--- config.mk ---
export PLATFORM = sky130hd
export DESIGN_NAME = bram_poly_reader
export DESIGN_NICKNAME = d
export VERILOG_FILES = /design/src/rtl/bram_poly_reader.sv
export SDC_FILE = /design/constraint.sdc
export NUM_CORES = 1
export LEC_CHECK = 0
export BUFFER_PORTS_ARGS = -buffer_cell sky130_fd_sc_hd__buf_2
export CORE_AREA = 4 4 204 206
export CTS_CLUSTER_DIAMETER = 100
export DETAILED_ROUTE_END_ITERATION = 10
export DIE_AREA = 0 0 208 210
export HOLD_SLACK_MARGIN = 0.06
export PLACE_DENSITY = 0.62
export SLEW_MARGIN = 20
export SYNTH_ARGS = -nofsm -noshare
export SYNTH_HDL_FRONTEND = slang
export SYNTH_SLANG_ARGS = --single-unit
--- constraint.sdc ---
create_clock -name reg_clk -period 2.55 [get_ports reg_clk]
set_input_delay 0.1275 -clock reg_clk [delete_from_list [all_inputs] [get_ports reg_clk]]
set_output_delay 0.1275 -clock reg_clk [all_outputs]
set_load 0.01 [all_outputs]
--- src/rtl/bram_poly_reader.sv ---
// Reads one polynomial (WORDS x 128-bit BRAM words) and streams it as 16-bit coefficients.
// Optional sticky coefficient range check is built when KB_COEF_RANGE_CHECK_EN is defined.
//
// state | meaning
// IDLE  | waiting for start, first read issued on the accepting edge
// FETCH | issuing BRAM reads while buffer space allows
// DRAIN | all reads issued, serializer emptying the FIFO
// DONE  | one-cycle done pulse, then back to IDLE
module bram_poly_reader #(
   parameter int WORDS   = 32,
   parameter int ADDR_W  = 8,
   parameter int KYBER_Q = 3329
) (
   input  logic              reg_clk,
   input  logic              reg_rst_n,
   input  logic              start,
   input  logic [ADDR_W-1:0] base_addr,
   output logic              busy,
   output logic              done,
   output logic [ADDR_W-1:0] bram_addr,
   output logic              bram_en,
   output logic [15:0]       bram_we,
   input  logic [127:0]      bram_rddata,
   output logic [15:0]       coef_data,
   output logic              coef_valid,
   input  logic              coef_ready,
   output logic              coef_last
`ifdef KB_COEF_RANGE_CHECK_EN
   ,output logic             range_err
`endif
);

   localparam int CNT_W = $clog2(WORDS + 1);

   typedef enum logic [1:0] {IDLE, FETCH, DRAIN, DONE} state_t;

   state_t            state;
   logic [CNT_W-1:0]  rd_issued;
   logic [CNT_W-1:0]  words_out;
   logic [127:0]      fifo_mem [2];
   logic              wr_ptr;
   logic              rd_ptr;
   logic [1:0]        fifo_cnt;
   logic              rd_pend;
   logic [2:0]        lane;
   logic              hs;
   logic              pop;
   logic              issue_ok;
   logic              accept;

   assign bram_we    = '0;
   assign accept     = (state == IDLE) && start;
   assign coef_valid = (fifo_cnt != 2'd0);
   assign coef_data  = coef_valid ? fifo_mem[rd_ptr][{lane, 4'd0} +: 16] : 16'd0;
   assign coef_last  = coef_valid && (lane == 3'd7) && (words_out == CNT_W'(WORDS - 1));
   assign hs         = coef_valid && coef_ready;
   assign pop        = hs && (lane == 3'd7);
   // bram_en and rd_pend are the two pipeline stages of a read still on its way to the FIFO
   assign issue_ok   = ({1'b0, fifo_cnt} + {2'b00, bram_en} + {2'b00, rd_pend}) < 3'd2;

   always_ff @(posedge reg_clk or negedge reg_rst_n) begin
      if (!reg_rst_n) begin
         state     <= IDLE;
         busy      <= 1'b0;
         done      <= 1'b0;
         bram_en   <= 1'b0;
         bram_addr <= '0;
         rd_issued <= '0;
      end else begin
         case (state)
            IDLE: begin
               bram_en <= 1'b0;
               done    <= 1'b0;
               if (start) begin
                  bram_en   <= 1'b1;
                  bram_addr <= base_addr;
                  rd_issued <= CNT_W'(1);
                  busy      <= 1'b1;
                  state     <= (WORDS == 1) ? DRAIN : FETCH;
               end
            end
            FETCH: begin
               if (issue_ok) begin
                  bram_en   <= 1'b1;
                  bram_addr <= bram_addr + 1'b1;
                  rd_issued <= rd_issued + 1'b1;
                  if (rd_issued == CNT_W'(WORDS - 1)) state <= DRAIN;
               end else begin
                  bram_en <= 1'b0;
               end
            end
            DRAIN: begin
               bram_en <= 1'b0;
               if (hs && coef_last) begin
                  done  <= 1'b1;
                  state <= DONE;
               end
            end
            DONE: begin
               done  <= 1'b0;
               busy  <= 1'b0;
               state <= IDLE;
            end
            default: state <= IDLE;
         endcase
      end
   end

   always_ff @(posedge reg_clk or negedge reg_rst_n) begin
      if (!reg_rst_n) begin
         fifo_mem[0] <= '0;
         fifo_mem[1] <= '0;
         wr_ptr      <= 1'b0;
         rd_ptr      <= 1'b0;
         fifo_cnt    <= 2'd0;
         rd_pend     <= 1'b0;
         lane        <= 3'd0;
         words_out   <= '0;
      end else begin
         rd_pend <= bram_en;
         if (rd_pend) begin
            fifo_mem[wr_ptr] <= bram_rddata;
            wr_ptr           <= ~wr_ptr;
         end
         if (pop) rd_ptr <= ~rd_ptr;
         fifo_cnt <= fifo_cnt + {1'b0, rd_pend} - {1'b0, pop};
         if (accept) begin
            lane      <= 3'd0;
            words_out <= '0;
         end else begin
            if (hs)  lane      <= lane + 3'd1;
            if (pop) words_out <= words_out + 1'b1;
         end
      end
   end

`ifdef KB_COEF_RANGE_CHECK_EN
   localparam logic [15:0] Q16 = 16'(KYBER_Q);

   always_ff @(posedge reg_clk or negedge reg_rst_n) begin
      if (!reg_rst_n)                  range_err <= 1'b0;
      else if (accept)                 range_err <= 1'b0;
      else if (hs && coef_data >= Q16) range_err <= 1'b1;
   end
`endif

endmodule

Word-level counts from Yosys, hierarchy flattened
Cells that the tools add are included.
Widths: inputs -> output; s select.
Word-level totals
  register bits: 289
  input bits: 140
  output and inout bits: 45
  word-level logic and storage cells: 90
Operators by class
  add/subtract/negate cells: 8
  $lt $le $gt $ge: 4
  equal/unequal tests: 10
  shifts and indexed selects: 1
  multiplexer cells: 29
  bitwise gates (word level): 4
  reduce and logical (&&, ||, !) cells: 20
Operators with widths (count)
  $mux 128: 4
  $bwmux 256: 1
  $demux 128 s1: 1
  $shiftx 128x8->16: 1
  $mux 6: 4
  $mux 16: 1
  $mux 8: 2
  $pmux 8 s2: 1
  $add 6x1->6 const B: 2
  $eq 6x5->1 const B: 2
  $pmux 6 s2: 1
  $reduce_bool 2->1: 6
  $add 8x1->8 const B: 1
  $mux 2: 4
  $ne 2x2->1 const B: 4
  $pmux 2 s4: 1
  $logic_and 1x1->1: 7
  $mux 3: 2
  $eq 2x2->1 const B: 2
  $ge 2x2->1 const B: 2
  $mux 1: 4
  $not 1->2: 2
  $pmux 1 s2: 2
  $reduce_and 2->1: 2
  other kinds (16): 17

Longest topological paths before layout
  depth after elaboration: 6
  mapped depth: 9
  depth with buffers taken out: 9

Worst setup path after synthesis
OpenSTA, ideal clock, no wires.
  path type: register to register
  from: reg fifo_cnt[0]
  to: reg state[1]
  setup time: 0.125 ns
  data arrival time: 2.020 ns
  required time: 2.425 ns
  path slack: 0.405 ns
  cell stages (with the launch flop): 6
  period minus slack after synthesis: 2.145 ns
  cell sequence: dfrtp_1 ha_1 a211o_4 o41ai_1 o211a_1 mux2_2
Between the ends
  word-level cells in the longest chain between the ends: 6
  elaborated cells between the ends (all ways): 11
RTL lines
  start: declaration: line 43  | logic [1:0] fifo_cnt;
  start signal: assignment: line 126  | fifo_cnt <= fifo_cnt + {1'b0, rd_pend} - {1'b0, pop};
  parallel branches: the longest is 5 deep, another holds $add 2x1->3
  $reduce_and 4->1 (no source line) (*)
  end signal: assignment: line 79  | state <= (WORDS == 1) ? DRAIN : FETCH;
  end: declaration: line 37  | state_t state;
Every way passes the cells marked *.
A chain may end at the register's enable or synchronous reset.

Final worst setup path
  from: reg rd_ptr
  to: out coef_data[6]
Between the ends
  word-level cells in the longest chain between the ends: 6
RTL lines
  start: declaration: line 42  | logic rd_ptr;
  start signal: assignment: line 125  | if (pop) rd_ptr <= ~rd_ptr;
  $not 1->2 (implied by the code): line 54  | assign coef_data = coef_valid ? fifo_mem[rd_ptr][{lane, 4'd0} +: 16] : 16'd0;
  $mux 128 (implied by the code) (3 in a row): line 54
  $shiftx 128x8->16: line 54
  $mux 16: line 54
  end: declaration: line 24  | output logic [15:0] coef_data,
No other way between the ends. The select of a mux whose other input is x is not followed.

==> impl_results.rst <==
.. list-table::
   :header-rows: 1

   * - Metric
     - Value
   * - Leakage
     - 0.007849 uW
   * - DRC violation count after routing
     - 0
   * - Req. time, crit path
     - 2.42 ns
   * - Via count of the first global-routing pass
     - 10059
   * - Worst hold margin
     - 0.2137 ns
   * - Combined area of all synthesized cells
     - 13750 um2
   * - Worst slack after detailed placement
     - 0.2459 ns
   * - Clock Sinks
     - 289
   * - 1st-iter DRT viols
     - 554
   * - Area after detailed placement
     - 15360 um2
   * - Sum of routed wire length over all layers
     - 37060 um
   * - Clk Latency, worst-skew pair
     - 0.52 ns
   * - Antenna violation net count after detailed routing
     - 0
   * - Total Nets Final
     - 1453
   * - Number of antenna violations at the first check in global routing
     - 4
   * - Global route total overflow
     - 0
   * - Overall die width
     - 208 um
   * - Failing checks
     - negative setup slack
   * - Starting utilization of the core area
     - 34.70%
   * - Total via count in the routed design
     - 9314
   * - Critical path class
     - reg2out
   * - Period utilization
     - 102.6%
   * - Global-route wire length before repair
     - 57860 um
   * - IO buf count
     - 168
   * - Pins over their slew limit
     - 0
   * - Worst voltage drop across the vdd grid
     - 0.4980 mV
   * - Ports placed on the boundary
     - 185
   * - Routability cong.
     - 0.7963
   * - Top library cells by usage in the layout, fill and taps aside
     - 286 x sky130_fd_sc_hd__dfrtp_1, 257 x sky130_fd_sc_hd__mux2_2, 168 x sky130_fd_sc_hd__buf_2
   * - Detailed-route wire length per cell
     - 20.02 um
   * - Clock-pin transition on the worst setup and hold timing paths
     - 0.06 ns
   * - Actual transition at the worst max-transition pin
     - 0.8193 ns
   * - Worst slew margin relative to its limit
     - 45.38%
   * - Async SR Flop Fraction
     - 100.0%
   * - Sequential area share after synthesis
     - 52.58%
   * - Share of final-layout standard cells stronger than drive strength 1
     - 45.20%
   * - Total negative slack for setup checks
     - -0.3697 ns
   * - Half-perimeter wire length after placement
     - 25680 um
   * - Max Root-Sink Buffers
     - 3
   * - H-tree depth
     - 2
   * - Post-layout utilization of the core
     - 46.10%
   * - RSZ-0062 raised after global routing
     - true
   * - Cell at the root of the clock tree
     - sky130_fd_sc_hd__clkbuf_16
   * - Global router's overall resource usage
     - 16.86%
   * - Maximum net fanout on the critical path
     - 6
   * - Area added between synthesis and finish
     - 32.87%
   * - Arrival time at the worst endpoint
     - 2.49 ns
   * - Upper clock frequency limit
     - 382.1 MHz
   * - Cell count of the worst reg-to-reg path
     - 5
   * - Hold Violations, Final
     - 0
   * - Maximum clock skew at final layout
     - 0.01510 ns
   * - Kind of start point of the critical path
     - flip-flop
   * - Endpoints failing setup
     - 12
   * - Die Area
     - 43680 um2
   * - Number of enable flip-flop cells after synthesis
     - 0
   * - Type of the worst min-delay path
     - in2async
   * - Slack of the critical path
     - -0.06739 ns
   * - Final design area excluding fillers
     - 18280 um2
   * - Status
     - finished with violations
   * - CTS tree
     - done
   * - TritonCTS buffer count
     - 35
   * - Vert. Die Dim
     - 210 um
   * - Post-DR vias/cell
     - 5.032
   * - Crit path capture type
     - output pin
   * - Pin count of the biggest net entering global routing
     - 96
   * - Ratio of total power to cell area
     - 1319 nW/um2
   * - Post-synthesis cell type count
     - 53
   * - Most instantiated flip-flop cell in the synthesis netlist
     - sky130_fd_sc_hd__dfrtp_1
   * - Synthesized instance count
     - 971
   * - CORE AREA
     - 39640 um2
   * - Max-cap violation count
     - 0
   * - Mean Syn Cell Area
     - 14.17 um2
   * - Syn. warnings
     - 0
   * - Post-layout minimum cycle time
     - 2.617 ns
   * - Most common cell after layout, fill and taps aside
     - sky130_fd_sc_hd__dfrtp_1
   * - Placement row count
     - 73
   * - Synth Register Bits
     - 289
   * - Count of TritonRoute iterations in the first routing pass
     - 5
## sequential cells by signal (all words and copies together) (netlist names)
name and flops:
busy 1, fifo_mem 256, fifo_cnt 2, done 1
rd_pend 1, words_out 6, wr_ptr 1, state 2
bram_en 1, rd_ptr 1, rd_issued 6, lane 3
bram_addr 8
## Yosys cell counts, types with 2 or more instances
cell type | n | area (um2)
sky130_fd_sc_hd__dfrtp_1 | 289 | 7232
sky130_fd_sc_hd__mux2_2 | 257 | 2894
sky130_fd_sc_hd__mux2i_1 | 73 | 730.7
sky130_fd_sc_hd__mux4_2 | 35 | 788.3
sky130_fd_sc_hd__clkbuf_1 | 30 | 112.6
sky130_fd_sc_hd__buf_4 | 22 | 165.2
sky130_fd_sc_hd__buf_2 | 20 | 100.1
sky130_fd_sc_hd__o32ai_1 | 17 | 148.9
sky130_fd_sc_hd__nand2_1 | 16 | 60.06
sky130_fd_sc_hd__o21ai_0 | 16 | 80.08
sky130_fd_sc_hd__a21oi_1 | 15 | 75.07
sky130_fd_sc_hd__nand2b_1 | 15 | 93.84
sky130_fd_sc_hd__ha_1 | 14 | 175.2
sky130_fd_sc_hd__nor2_1 | 14 | 52.55
sky130_fd_sc_hd__o211a_1 | 14 | 140.1
sky130_fd_sc_hd__a32o_1 | 13 | 130.1
sky130_fd_sc_hd__inv_1 | 13 | 48.80
sky130_fd_sc_hd__nand3b_1 | 13 | 97.59
sky130_fd_sc_hd__nor2b_1 | 8 | 50.05
sky130_fd_sc_hd__nand3_1 | 7 | 35.03
sky130_fd_sc_hd__a211oi_1 | 5 | 37.54
sky130_fd_sc_hd__or3_1 | 5 | 31.28
sky130_fd_sc_hd__a22oi_1 | 4 | 30.03
sky130_fd_sc_hd__buf_6 | 4 | 45.04
sky130_fd_sc_hd__nand4_1 | 4 | 25.02
sky130_fd_sc_hd__xnor2_1 | 4 | 35.03
sky130_fd_sc_hd__xor2_1 | 4 | 35.03
sky130_fd_sc_hd__a221o_1 | 3 | 30.03
sky130_fd_sc_hd__buf_1 | 3 | 11.26
sky130_fd_sc_hd__a2111oi_0 | 2 | 17.52
sky130_fd_sc_hd__a31o_2 | 2 | 17.52
sky130_fd_sc_hd__and2_1 | 2 | 12.51
sky130_fd_sc_hd__and3_1 | 2 | 12.51
sky130_fd_sc_hd__nor3_1 | 2 | 10.01
sky130_fd_sc_hd__nor4b_1 | 2 | 17.52
sky130_fd_sc_hd__o211ai_1 | 2 | 15.01
sky130_fd_sc_hd__o21ai_1 | 2 | 10.01
sky130_fd_sc_hd__o31ai_1 | 2 | 15.01
sky130_fd_sc_hd__or4_1 | 2 | 15.01
## layer usage
layer | up-vias | GRT usage (%) | routed length, um
li1 | 4265 | - | -
met1 | 4776 | 21.90 | 15900
met2 | 208 | 28.73 | 18640
met3 | 65 | 2.575 | 1401
met4 | 0 | 6.433 | 1117
met5 | - | 0 | 0
## cells by family (layout without fill, tap and decap cells)
kind of cell | after synthesis | in the layout | synth area share (%)
buf+inv | 92 | 429 | 3.511
fa+ha+maj | 14 | 14 | 1.274
simple gates | 97 | 97 | 4.030
flops | 289 | 289 | 52.58
other cells | 1 | 19 | 0.02726
mux | 365 | 365 | 32.08
compound gates | 105 | 105 | 5.986
xor+xnor | 8 | 8 | 0.5094
## critical path, stage by stage (launching register included)
cell and delay, ns:
sky130_fd_sc_hd__dfrtp_4 0.42, sky130_fd_sc_hd__buf_12 0.15, sky130_fd_sc_hd__mux4_2 0.51, sky130_fd_sc_hd__nor2b_1 0.14, sky130_fd_sc_hd__a41o_1 0.21, sky130_fd_sc_hd__a221o_1 0.37, sky130_fd_sc_hd__buf_2 0.16
## timing repair
item,CTS,global route
endpoints found under the setup margin,16,16
buffers inserted,5,4
hold endpoints to repair,356,0
hold buffers,139,0
cloned,1,1
pin swaps,2,1
gates resized for setup,29,9
## final cells by class
class                           count  area [um2]
Antenna cell                        3       7.507
Clock buffer                       55        1114
Clock inverter                      6       62.56
Fill cell                        3583       21370
Inverter                           13       48.80
Multi-Input combinational cell    605        6292
Sequential cell                   289        7238
Tap cell                          525       656.9
Timing Repair Buffer              355        2855
## path summary, 6_finish.rpt
| check | to | start | slack (ns) |
|---|---|---|---|
| min reg2reg | fifo_mem[49] | fifo_mem[49] | 0.50 |
| min | bram_addr[6] | reg_rst_n | 0.21 |
| min in group reg_clk | bram_addr[7] | base_addr[7] | 0.38 |
| max in group asynchronous | fifo_mem[27] | reg_rst_n | 1.53 |
| max reg2reg | state[1] | fifo_cnt[0] | 0.19 |
| max | coef_data[6] | rd_ptr | -0.07 |
## power breakdown
part           switching [uW]  internal [uW]
Combinational            4960           5900
Clock                    1910           3090
Sequential               1340           6910
## metrics by stage
stage          total power, uW  cells
5_1_grt                  25580   1851
3_5_place_dp             18220   1637
4_1_cts                  24170   1843
3_3_place_gp             17950   1637
2_1_floorplan            14930    986
6_report                 24110   1851
No activity file was read; power rests on OpenSTA's default activity.
